<file path="src/rtl/game_pkg.sv">
// Shared types and helpers for the memory-game blocks: symbol type,
// sequence-engine state encoding, one-hot LED decode and LFSR taps.
package game_pkg;

  typedef logic [1:0] sym_t;

  typedef enum logic [2:0] {
    IDLE,
    APPEND,
    PLAY_ON,
    PLAY_OFF,
    COLLECT
  } state_t;

  // Fibonacci taps 16,14,13,11 -> state bits 15,13,12,10
  localparam logic [15:0] LFSR_TAPS = 16'hB400;

  function automatic logic [3:0] onehot4(input sym_t s);
    onehot4 = 4'b0001 << s;
  endfunction

endpackage

</file>
<file path="src/rtl/lfsr16.sv">
// Free-running 16-bit Fibonacci LFSR; reloads SEED on synchronous reset.
module lfsr16
  import game_pkg::*;
#(
  parameter logic [15:0] SEED = 16'hACE1
) (
  input  logic        clk,
  input  logic        reset,
  output logic [15:0] state
);

  always_ff @(posedge clk) begin
    if (reset) state <= SEED;
    else       state <= {state[14:0], ^(state & LFSR_TAPS)};
  end

endmodule

</file>
<file path="src/rtl/sequence_engine.sv">
// Memory-game sequence engine: appends LFSR symbols, plays them on one-hot LEDs,
// scores player entries. Define SEQUENCE_ENGINE_ECHO_EN for LED echo of presses.
module sequence_engine
  import game_pkg::*;
#(
  parameter int          MAX_LEN   = 16,
  parameter int          ON_TICKS  = 25_000_000,
  parameter int          OFF_TICKS = 12_500_000,
  parameter logic [15:0] LFSR_SEED = 16'hACE1
) (
  input  logic                             clk,
  input  logic                             reset,
  input  logic                             clear,
  input  logic                             seq_ld,
  input  logic                             entry_valid,
  input  logic [1:0]                       entry_sym,
  input  logic                             check,
  output logic [3:0]                       led,
  output logic                             busy,
  output logic                             play_done,
  output logic                             seq_check,
  output logic [$clog2(MAX_LEN+1)-1:0]     seq_len
);

  localparam int LW   = $clog2(MAX_LEN + 1);
  localparam int IW   = $clog2(MAX_LEN);
  localparam int TMAX = (ON_TICKS > OFF_TICKS) ? ON_TICKS : OFF_TICKS;
  localparam int TW   = $clog2(TMAX + 1);

  logic [15:0] lfsr_state;
  logic        unused_lfsr;

  lfsr16 #(.SEED(LFSR_SEED)) u_lfsr (
    .clk   (clk),
    .reset (reset),
    .state (lfsr_state)
  );

  assign unused_lfsr = ^lfsr_state[15:2];

  state_t          state_q, state_d;
  logic [TW-1:0]   tick_q, tick_d;
  logic [LW-1:0]   idx_q, idx_d;
  logic [LW-1:0]   ecnt_q, ecnt_d;
  logic [LW-1:0]   len_d;
  logic            mis_q, mis_d;
  logic [3:0]      led_d;
  logic            busy_d, done_d, chk_d;
  logic            mem_we;
  sym_t            first_sym;
  sym_t            mem [MAX_LEN];

  always_ff @(posedge clk) begin
    if (mem_we) mem[seq_len[IW-1:0]] <= lfsr_state[1:0];
  end

  // The first symbol may be written in the same APPEND cycle it is displayed.
  assign first_sym = (seq_len == '0) ? lfsr_state[1:0] : mem[0];

  always_comb begin
    state_d = state_q;
    tick_d  = tick_q;
    idx_d   = idx_q;
    ecnt_d  = ecnt_q;
    mis_d   = mis_q;
    len_d   = seq_len;
    led_d   = led;
    chk_d   = seq_check;
    done_d  = 1'b0;
    mem_we  = 1'b0;

    case (state_q)
      IDLE: begin
        if (seq_ld) begin
          state_d = APPEND;
          chk_d   = 1'b0;
        end
      end
      APPEND: begin
        if (seq_len < LW'(MAX_LEN)) begin
          mem_we = 1'b1;
          len_d  = seq_len + 1'b1;
        end
        idx_d   = '0;
        tick_d  = '0;
        led_d   = onehot4(first_sym);
        state_d = PLAY_ON;
      end
      PLAY_ON: begin
        if (tick_q == TW'(ON_TICKS - 1)) begin
          tick_d  = '0;
          led_d   = '0;
          state_d = PLAY_OFF;
        end else begin
          tick_d = tick_q + 1'b1;
        end
      end
      PLAY_OFF: begin
        if (tick_q == TW'(OFF_TICKS - 1)) begin
          tick_d = '0;
          idx_d  = idx_q + 1'b1;
          if (idx_d == seq_len) begin
            state_d = COLLECT;
            done_d  = 1'b1;
            ecnt_d  = '0;
            mis_d   = 1'b0;
          end else begin
            state_d = PLAY_ON;
            led_d   = onehot4(mem[idx_d[IW-1:0]]);
          end
        end else begin
          tick_d = tick_q + 1'b1;
        end
      end
      COLLECT: begin
`ifdef SEQUENCE_ENGINE_ECHO_EN
        if (led != '0) begin
          if (tick_q == TW'(ON_TICKS - 1)) begin
            led_d  = '0;
            tick_d = '0;
          end else begin
            tick_d = tick_q + 1'b1;
          end
        end
`endif
        if (entry_valid) begin
          if (ecnt_q < seq_len) begin
            if (entry_sym != mem[ecnt_q[IW-1:0]]) mis_d = 1'b1;
            ecnt_d = ecnt_q + 1'b1;
          end else begin
            mis_d = 1'b1;
          end
`ifdef SEQUENCE_ENGINE_ECHO_EN
          led_d  = onehot4(entry_sym);
          tick_d = '0;
`endif
        end
        // Verdict uses the post-entry count/flag so a same-cycle press is scored.
        if (seq_ld) begin
          state_d = APPEND;
          chk_d   = 1'b0;
          led_d   = '0;
        end else if (check) begin
          chk_d   = !mis_d && (ecnt_d == seq_len);
          state_d = IDLE;
          led_d   = '0;
        end
      end
      default: state_d = IDLE;
    endcase

    if (clear) begin
      state_d = IDLE;
      len_d   = '0;
      chk_d   = 1'b0;
      led_d   = '0;
      tick_d  = '0;
      idx_d   = '0;
      ecnt_d  = '0;
      mis_d   = 1'b0;
      done_d  = 1'b0;
      mem_we  = 1'b0;
    end

    busy_d = (state_d == APPEND) || (state_d == PLAY_ON) || (state_d == PLAY_OFF);
  end

  always_ff @(posedge clk) begin
    if (reset) begin
      state_q   <= IDLE;
      tick_q    <= '0;
      idx_q     <= '0;
      ecnt_q    <= '0;
      mis_q     <= 1'b0;
      seq_len   <= '0;
      led       <= '0;
      busy      <= 1'b0;
      play_done <= 1'b0;
      seq_check <= 1'b0;
    end else begin
      state_q   <= state_d;
      tick_q    <= tick_d;
      idx_q     <= idx_d;
      ecnt_q    <= ecnt_d;
      mis_q     <= mis_d;
      seq_len   <= len_d;
      led       <= led_d;
      busy      <= busy_d;
      play_done <= done_d;
      seq_check <= chk_d;
    end
  end

endmodule
</file>
<file path="config.mk">
export PLATFORM = sky130hd
export DESIGN_NAME = sequence_engine
export DESIGN_NICKNAME = d
export VERILOG_FILES = /design/src/rtl/game_pkg.sv /design/src/rtl/lfsr16.sv /design/src/rtl/sequence_engine.sv
export SDC_FILE = /design/constraint.sdc
export NUM_CORES = 1
export LEC_CHECK = 0
export BUFFER_PORTS_ARGS = -buffer_cell sky130_fd_sc_hd__buf_2
export CAP_MARGIN = 10
export CORE_MARGIN = 3
export CORE_UTILIZATION = 45
export DETAILED_ROUTE_END_ITERATION = 16
export MAX_ROUTING_LAYER = met4
export PLACE_DENSITY = 0.58
export SYNTH_ARGS = -nofsm -noshare
export SYNTH_HDL_FRONTEND = slang
export SYNTH_SLANG_ARGS = --single-unit
export TNS_END_PERCENT = 10
</file>
<file path="constraint.sdc">
create_clock -name clk -period 3.8 [get_ports clk]
set_clock_uncertainty 0.2 [all_clocks]
set_input_delay 0.38 -clock clk [delete_from_list [all_inputs] [get_ports clk]]
set_output_delay 0.38 -clock clk [all_outputs]
set_load 0.02 [all_outputs]
</file>
==> run summary, run 1 <==
TritonCTS built the clock tree. The global-route wire length before repair is between 15000 and 20000 um. Clock-pin slew was measured on the worst setup and hold paths at 0.07 ns. The net switching power came out at 524 uW.

The number of failing hold endpoints at the final stage is 0. Dividing the detail-routed via count by the number of cells gives a little under 6. Timing would allow up to roughly 0.33 GHz. 0 antenna diodes ended up in the layout.

The power per cell area is 398 nW/um^2. The post-synthesis cell area came out at approximately 5000 um^2. Setup repair after global routing left no endpoint under its margin.

The delay of the slowest cell on the worst path came out at roughly 0.7 ns. The smallest clock period supported by the final layout is computed as slightly above 3 ns. The required time at the endpoint of the critical path came out at 3.89 ns. The worst setup path is of the reg -> reg kind. The share of post-route cells with drive strength above 1 came out at 13.0%.

In this run the worst path has a maximum fanout of 13. The sum of negative setup slack came out at 0 ns. The fraction of post-synthesis cell area in the top cell type by area is between 20 and 30%. The critical path endpoint category is a flip-flop. The initial antenna violation count is 0.

The fraction of registers with async set/reset came out at 0%. The transition at the pin with the smallest max-transition slack is around 0.85 ns. The worst setup path is launched from a flip-flop. The final-layout fill cell count came out at 1015. On the critical path the largest part of the delay comes from multiplexers. The net total in the final layout came out at 530.

After clock tree synthesis, the setup repair step added 0 buffers. The post-route fraction of the period consumed by the critical path is between 70% and 80%. Across the VDD grid, the largest voltage drop is approximately 0.00037 V. Sorting the synthesized cells by area gives the leading types as sky130_fd_sc_hd__dfxtp_1, sky130_fd_sc_hd__edfxtp_1, sky130_fd_sc_hd__mux4_2. For this run, the leading register cell type out of synthesis is sky130_fd_sc_hd__dfxtp_1. In this run the vertical extent of the chip is roughly 110 um.

The global router's overall resource usage came out at approximately a fifth. The number of buffers and inverters on the critical path is 0. Summed over all layers, the global routing overflow is 0. Sequential cells were found to cover 46.5% of the synthesized design area. The multi-input combinational cell area came out at around 2600 um^2. The number of flops mapped to enable cells by yosys came out at 32.

The number of buffers between clock root and the deepest sink came out at 2. The number of nets handed over by synthesis was 514. The core area is about 11000 um^2. The count of final max-slew check failures came out at 0. The cell sitting at the root of the clock tree is a sky130_fd_sc_hd__clkbuf_16. The internal portion of total power is ~1700 uW. The final estimated routing congestion in global placement is approximately 0.89.

The overall die width came out at about 110 um. The gate count after technology mapping is 495. Max-cap violations in this run came to 0. The switching portion of total power is between 20% and 30%. The average footprint of a synthesized cell came out at just over 10 um^2.

After detailed routing, the total wire length is roughly 12000 um. The remaining antenna violation count after routing came out at 0. In this run, synthesis produced a sequential element count of just over 100. In this run the tool buffered the top-level ports with 19 buffer cells. The initial core utilization is a little under half. The tightest min-delay check is of the in -> reg type. The total clock buffers created by CTS is 9. The count of instances resized after the clock tree is built came out at 0.

The H-tree depth came out at 3. After floorplanning, the core was divided into 38 placement rows. Entering global routing, the biggest net connects 26 pins. The sequential cells in the finished layout cover a total of between 2000 and 2500 um^2.

The final count of negative-setup-slack endpoints is 0. Summed over all nets, the half-perimeter wirelength after detailed placement is ~8500 um. The cell total after placement is 640. The run finished with clean final reports. After synthesis, the most frequently instantiated cells are sky130_fd_sc_hd__dfxtp_1, sky130_fd_sc_hd__nor2_1, sky130_fd_sc_hd__nand2_1, sky130_fd_sc_hd__edfxtp_1, sky130_fd_sc_hd__a21oi_1.

The number of warning messages in the yosys log came out at 0. The synthesized design spends more area on one cell type than any other, namely sky130_fd_sc_hd__dfxtp_1. Compared with the post-synthesis result, the final layout area differs by 10.1%. In this run, the number of DRC markers left after iteration 0 of detailed routing was 300.

Among all cell types in the netlist, the one instantiated most often is sky130_fd_sc_hd__dfxtp_1. The part of the power in registers came out at between 50% and 60%. The standard cell with the maximum stage delay on the critical path is sky130_fd_sc_hd__dfxtp_1. Measured on the finished design, the core utilization comes to 51.3%. After clock tree synthesis, the flow added hold-fix buffers numbering 0. For this design the top-level I/O count stands at 20.

The detailed router placed about 3900 vias in this run. The overall die area is around 13000 um^2. The worst relative slew slack is a little over two fifths. Excluding fillers, the count of instances in the completed layout stands at roughly 660. The critical path goes through ha_1 -> mux4_2 -> mux4_2 -> o21ai_2 -> or4b_1 -> o2bb2ai_1. The worst endpoint data arrival time is approximately 3.1 ns. The clock latency reported for the late side of the worst-skew pair is between 0.3 and 0.4 ns. The first detailed-routing pass ran for 5 iterations.

By instance count, the cell type seen most on the critical path is sky130_fd_sc_hd__mux4_2. The number of global-route vias before repair is roughly 3600. The average wire per standard cell came out at ~18 um.

The share of total power in combinational logic came out at 3.6%. The leakage dissipation came out at around 0.0019 uW. The count of distinct cell types in the synthesized netlist came out at 60. The clock network burns a little over two fifths of the power. The total DRC errors in the routed layout came out at 0.

The number of sinks driven by the clock tree came out at 103.
## layout by cell type (no fill, tap or decap), types with 7 or more instances in the layout
master / count
sky130_fd_sc_hd__dfxtp_1: 71
sky130_fd_sc_hd__nor2_1: 55
sky130_fd_sc_hd__nand2_1: 33
sky130_fd_sc_hd__edfxtp_1: 32
sky130_fd_sc_hd__a21oi_1: 24
sky130_fd_sc_hd__nor3_1: 21
sky130_fd_sc_hd__buf_2: 19
sky130_fd_sc_hd__xnor2_1: 18
sky130_fd_sc_hd__nand3_1: 17
sky130_fd_sc_hd__xor2_1: 17
sky130_fd_sc_hd__o21ai_0: 17
sky130_fd_sc_hd__nand4_1: 13
sky130_fd_sc_hd__mux2i_1: 13
sky130_fd_sc_hd__inv_1: 12
sky130_fd_sc_hd__nor2b_1: 12
sky130_fd_sc_hd__or2_2: 11
sky130_fd_sc_hd__mux4_2: 11
sky130_fd_sc_hd__ha_1: 11
sky130_fd_sc_hd__clkbuf_16: 9
sky130_fd_sc_hd__and3_1: 7
sky130_fd_sc_hd__a31oi_1: 7
## sequential cells by signal, indices dropped and copies added (netlist names), named ones only
signal,cells
led,4
tick_q,25
seq_check,1
mem,32
play_done,1
mis_q,1
seq_len,5
state_q,3
ecnt_q,5
idx_q,5
u_lfsr.state,16
busy,1
## tightest hold or removal path, delay by kind of cell
kind                   cells  cell delay (ns)
AO/OA/AOI/OAI              1             0.06
AND/OR/NAND/NOR            2             0.10
buffers and inverters      1             0.10
## final cells by class
class	instances	share of cell area [%]
Clock buffer	9	4.00
Clock inverter	7	1.71
Inverter	12	0.799
Multi-Input combinational cell	360	45.6
Sequential cell	103	42.3
Tap cell	140	3.11
Timing Repair Buffer	25	2.49
## power groups by stage
| stage | clock (uW) | combinational (uW) | sequential (uW) |
|---|---|---|---|
| after floorplan | 0 | 56.7 | 1190 |
| after global placement | 0 | 78.9 | 1200 |
| after detailed placement | 0 | 78.9 | 1200 |
| after CTS | 1010 | 79.5 | 1180 |
| after global routing | 1060 | 88.3 | 1180 |
| final | 987 | 79.7 | 1180 |
## metrics by stage
stage	setup WS [ns]	instance area [um^2]	hold slack, ns	total power (uW)
after floorplan	1.04	5120	0.189	1250
after global placement	0.842	5320	0.196	1280
after detailed placement	0.734	5320	0.196	1280
after CTS	0.702	5640	0.110	2270
after global routing	0.540	5640	0.131	2330
final	0.762	5640	0.129	2240
## path summary, 6_finish.rpt
| path | from | to | slack, ns | cells past startpoint |
|---|---|---|---|---|
| setup / recovery | idx_q[0] | led[2] | 0.76 | 6 |
| hold / removal | check | state_q[2] | 0.13 | 4 |
| setup reg to reg | idx_q[0] | led[2] | 0.76 | 6 |
| hold reg to reg | u_lfsr.state[9] | u_lfsr.state[10] | 0.21 | 1 |
## cell families after synthesis
logic type	share of synthesized area [%]
AND/OR/NAND/NOR	20.3
buffers and inverters	3.25
AO/OA/AOI/OAI	10.4
adder cells (fa/ha/maj)	2.69
XOR/XNOR	6.43
multiplexers	10.5
flip-flops	46.5
## layer usage
layer	track usage, %	vias to the layer above	wire, um
met5	-	-	0
met4	6.01	0	165
met3	4.64	12	568
met2	27.7	96	5040
met1	28.6	1880	5890
li1	-	1873	-
(Power assumes the default switching activity.)
==> inputs of run 2 (changes only) <==
--- a/config.mk
+++ b/config.mk
@@ -5,6 +5,7 @@
 export SDC_FILE = /design/constraint.sdc
 export NUM_CORES = 1
 export LEC_CHECK = 0
+export ABC_AREA = 1
 export BUFFER_PORTS_ARGS = -buffer_cell sky130_fd_sc_hd__buf_2
 export CAP_MARGIN = 10
 export CORE_MARGIN = 3
==> constraint.sdc (replaced) <==
create_clock -name clk -period 2.98 [get_ports clk]
set_clock_uncertainty 0.2 [all_clocks]
set_input_delay 0.298 -clock clk [delete_from_list [all_inputs] [get_ports clk]]
set_output_delay 0.298 -clock clk [all_outputs]
set_load 0.02 [all_outputs]
==> run 2 against run 1 <==
  * Count of clock-buffer cells in the layout up 1
  * Highest routed layer unchanged
  * Via count grew 31%
  * Core utilization shrank 0.11 points
  * Fmax rose by 15%
  * Global-route usage grew 2.9 points
  * Hold slack got worse by 0.093 ns
  * Cell area grew 9.6%
  * Combinational power up 87%
==> run summary, run 2 <==
The area taken by flip-flops and latches came out at 2380 um^2 (unchanged). The final routed wirelength across all metal layers is 14800 um (+27%). The kind of path behind the tightest hold check is in -> reg. The leakage dissipation came out at 0.00248 uW (+30%). The global routing usage on met2 is 34.2% (+6.5 points).

In the post-synthesis netlist, the cell with the most instances is sky130_fd_sc_hd__nand2_1. The library cell with the largest summed area after synthesis is sky130_fd_sc_hd__dfxtp_1. The clock latency reported for the late side of the worst-skew pair came to 0.36 ns (about the same). The flow ran to the end, and the final reports show no timing, DRC or antenna violations. The maximum frequency from static timing analysis is 0.378 GHz (+15%).

The part of the power in registers was 52.9% (+0.4 points). The number of hold buffers added after cts came out at 0 (unchanged). The detailed placer's ending HPWL is 10900 um (+29%). The number of sinks driven by the clock tree is 103 (unchanged). After synthesis, the most frequently instantiated cells are sky130_fd_sc_hd__nand2_1, sky130_fd_sc_hd__inv_1, sky130_fd_sc_hd__nand3_1, sky130_fd_sc_hd__dfxtp_1, sky130_fd_sc_hd__nor2_1.

The delay of the slowest cell on the worst path is 0.67 ns (-0.03 ns). The average footprint of a synthesized cell is 7.35 um^2 (-29%). The slowest stage of the critical path belongs to the cell sky130_fd_sc_hd__nor2_1. The share of total power in combinational logic is 5.4% (+1.8 points). The average wire per standard cell came out at 15.5 um (-13%). Setup repair after global routing left no endpoint under its margin.

The gate count after technology mapping is 761 (+54%). The transition at the pin with the smallest max-transition slack came to 0.874 ns (+0.0265 ns). The number of flops mapped to enable cells by yosys came out at 32 (unchanged).

The initial antenna violation count is 0 (unchanged). The post-synthesis net count came out at 780 (+52%). The layer flagged by global routing as most heavily used is met2. The count of boundary I/O pins is 20 (unchanged). The pin count of the biggest net entering global routing came out at 22 (-15%). Relative to the synthesized area, the layout overhead comes to 10.5%. The via count is 5061 (+31%).

The global-route wire length before repair is 24800 um (+30%). The number of synthesized register bits came out at 103 (unchanged). The max-capacitance violation count came out at 0 (unchanged). The final count of negative-setup-slack endpoints came to 0 (unchanged). The fraction of registers with async set/reset is 0% (unchanged). The kind of launch point of the worst setup path is a flip-flop.

The placement row count is 40 (+5.3%). The final-layout fill cell count came out at 1220 (+20%). The power share of the clock group came out at 41.7% (-2.3 points). TritonCTS built the clock tree. The worst endpoint data arrival time is 2.68 ns (-0.45 ns). The initial core utilization is 46.4% (-0.27 points).

The post-synthesis sequential area ratio was 42.6% (-3.9 points). The overall die width came out at 117 um (+4.3%). The internal portion of total power is 2100 uW (+22%). The initial detailed-routing violation count came out at 397 (+32%).

The net switching power is 688 uW (+31%). The global router's overall resource usage is 22.7% (+2.9 points). The number of global-route vias before repair came to 4857 (+36%). The total clock buffers created by CTS is 9 (unchanged). The maximum fanout count along the critical path is 14 (+1). The share of post-route cells with drive strength above 1 came out at 11.5% (-1.4 points). The number of warning messages in the yosys log is 0 (unchanged). The via-per-instance ratio was 5.29 (-10%). The count of distinct cell types in the synthesized netlist was 53 (-12%). The total chip power is 2790 uW (+24%). The remaining antenna violation count after routing is 0 (unchanged). The sum of negative setup slack was 0 ns (unchanged).

The total DRC errors in the routed layout was 0 (unchanged). The quantity of I/O buffers inserted on ports was 19 (unchanged). The clock transition at the registers of the reported paths is 0.07 ns (about the same). The antenna diode count is 0 (unchanged). The most prevalent standard cell on the critical path is sky130_fd_sc_hd__nor2_1. The hold path depth came out at 2 (-2). The switching portion of total power came out at 24.6% (+1.3 points).

The met3 usage in global routing came out at 3.94% (-0.70 points). Walking the worst path, the cells encountered are nor2_1 -> nor2_1 -> inv_1 -> buf_4 -> nor4_1 -> nor3_1. The multi-input combinational cell area came to 2710 um^2 (+5.2%). The post-route fraction of the period consumed by the critical path is 88.9% (+8.9 points). The clock tree root buffer cell is sky130_fd_sc_hd__clkbuf_16.

Leaving out fill and tap cells, the most frequent cells in the layout are sky130_fd_sc_hd__nand2_1, sky130_fd_sc_hd__inv_1, sky130_fd_sc_hd__nand3_1. The required time at the endpoint of the critical path came out at 3.02 ns (-0.87 ns). The final global-route overflow total is 0 (unchanged). The core area is 12100 um^2 (+9.8%).

The power per cell area was 452 nW/um^2 (+14%). The number of failing hold endpoints at the final stage is 0 (unchanged). The overall die area is 13800 um^2 (+8.7%). The number of buffers between clock root and the deepest sink was 2 (unchanged).

The first-pass iteration count of the detailed router is 5 (unchanged). The clock period minus worst slack came out at 2.65 ns (-0.389 ns). The H-tree depth is 3 (unchanged). The worst relative slew slack came out at 41.5% (-1.5 points).

The critical path in this run is classified as reg -> reg. The worst-case reg-to-reg path depth is 6 (unchanged). The global routing usage on met1 is 31.5% (+2.8 points). The count of final max-slew check failures is 0 (unchanged). The final estimated routing congestion in global placement was 0.898 (+1.3%). The net total in the final layout came to 802 (+51%).

The post-synthesis cell area came to 5590 um^2 (+9.2%). The library cell used most frequently in the layout, excluding fill and tap cells, is sky130_fd_sc_hd__nand2_1. Among all flip-flop cells after synthesis, the most frequent one is sky130_fd_sc_hd__dfxtp_1. The buffers inserted during post-CTS setup optimization came out at 0 (unchanged).

The worst setup path is captured at a flip-flop. The fraction of post-synthesis cell area in the top cell type by area is 25.4% (-2.3 points). The flip-flop count of the largest register after layout was 32 (unchanged). The die height came out at 117 um (+4.3%). The peak supply drop came out at 0.000319 V (-13%). Sorting the synthesized cells by area gives the leading types as sky130_fd_sc_hd__dfxtp_1, sky130_fd_sc_hd__edfxtp_1, sky130_fd_sc_hd__nand2_1.
-- run 2: changes by cell type after synthesis, sizes merged, moves of 17 or more --
cell / change
nand3: +64
mux4: -17
nor2: +22
o21ai: +21
a21oi: +27
inv: +96
nand2: +151
-- run 2: worst paths after layout --
| path | to | slack [ns] | from |
|---|---|---|---|
| max reg2reg | tick_q[11] | 0.33 | state_q[0] |
| min reg2reg | u_lfsr.state[9] | 0.20 | u_lfsr.state[8] |
| min | state_q[2] | 0.04 | clear |
| max | tick_q[11] | 0.33 | state_q[0] |
-- run 2: timing repair --
| action | 4_1_cts | 5_1_grt |
|---|---|---|
| endpoints found under the setup margin | 0 | 1 |
| endpoints found under the hold margin | 0 | 0 |
| gates resized for setup | 0 | 1 |
-- run 2: power groups by stage --
stage | clock (uW) | combinational [uW] | sequential, uW
floorplan | 0 | 86.8 | 1520
global placement | 0 | 147 | 1510
detailed placement | 0 | 150 | 1510
CTS | 1190 | 151 | 1480
global route | 1260 | 170 | 1480
finish | 1170 | 149 | 1480
-- run 2: per-stage QoR --
step	utilization (%)	hold WS (ns)	area (um^2)	std cells	worst slack (ns)
final	51.2	0.0368	6180	956	0.331
after global routing	51.2	0.0288	6180	956	0.0642
after CTS	51.2	0.0234	6170	956	0.211
after detailed placement	48.8	0.194	5890	940	0.221
after global placement	48.8	0.190	5890	940	0.247
after floorplan	-	0.177	5590	761	0.594
-- run 2: final cells by class --
type                    instances  area share, %
multi-input cells             529           43.8
flip-flops and latches        103           38.6
inverters                     110           6.68
clock buffers                  10           3.71
well taps                     168           3.40
repair buffers                 30           2.88
clock inverters                 6          0.972
-- run 2: worst max-delay path, delay by kind of cell, from the launching register on --
| family | cells | cell delay, ns |
|---|---|---|
| flip-flops | 1 | 0.37 |
| buffers and inverters | 2 | 0.81 |
| AND/OR/NAND/NOR | 4 | 1.15 |
-- run 2: cells by family (layout without fill, tap and decap cells) --
group / Yosys count / in the layout / synth area share (%)
AOI/OAI and AO/OA: 113 / 113 / 11.9
xor gates and xnor gates: 10 / 10 / 1.84
adders and majority gates: 11 / 11 / 2.46
buffers and inverters: 129 / 156 / 9.06
DFF: 103 / 103 / 42.6
and+or+nand+nor: 395 / 395 / 32.2
-- run 2: layer usage --
layer	up-vias	wire length (um)
met5	-	0
met2	132	6680
li1	2549	-
met3	17	739
met4	0	260
met1	2363	7100
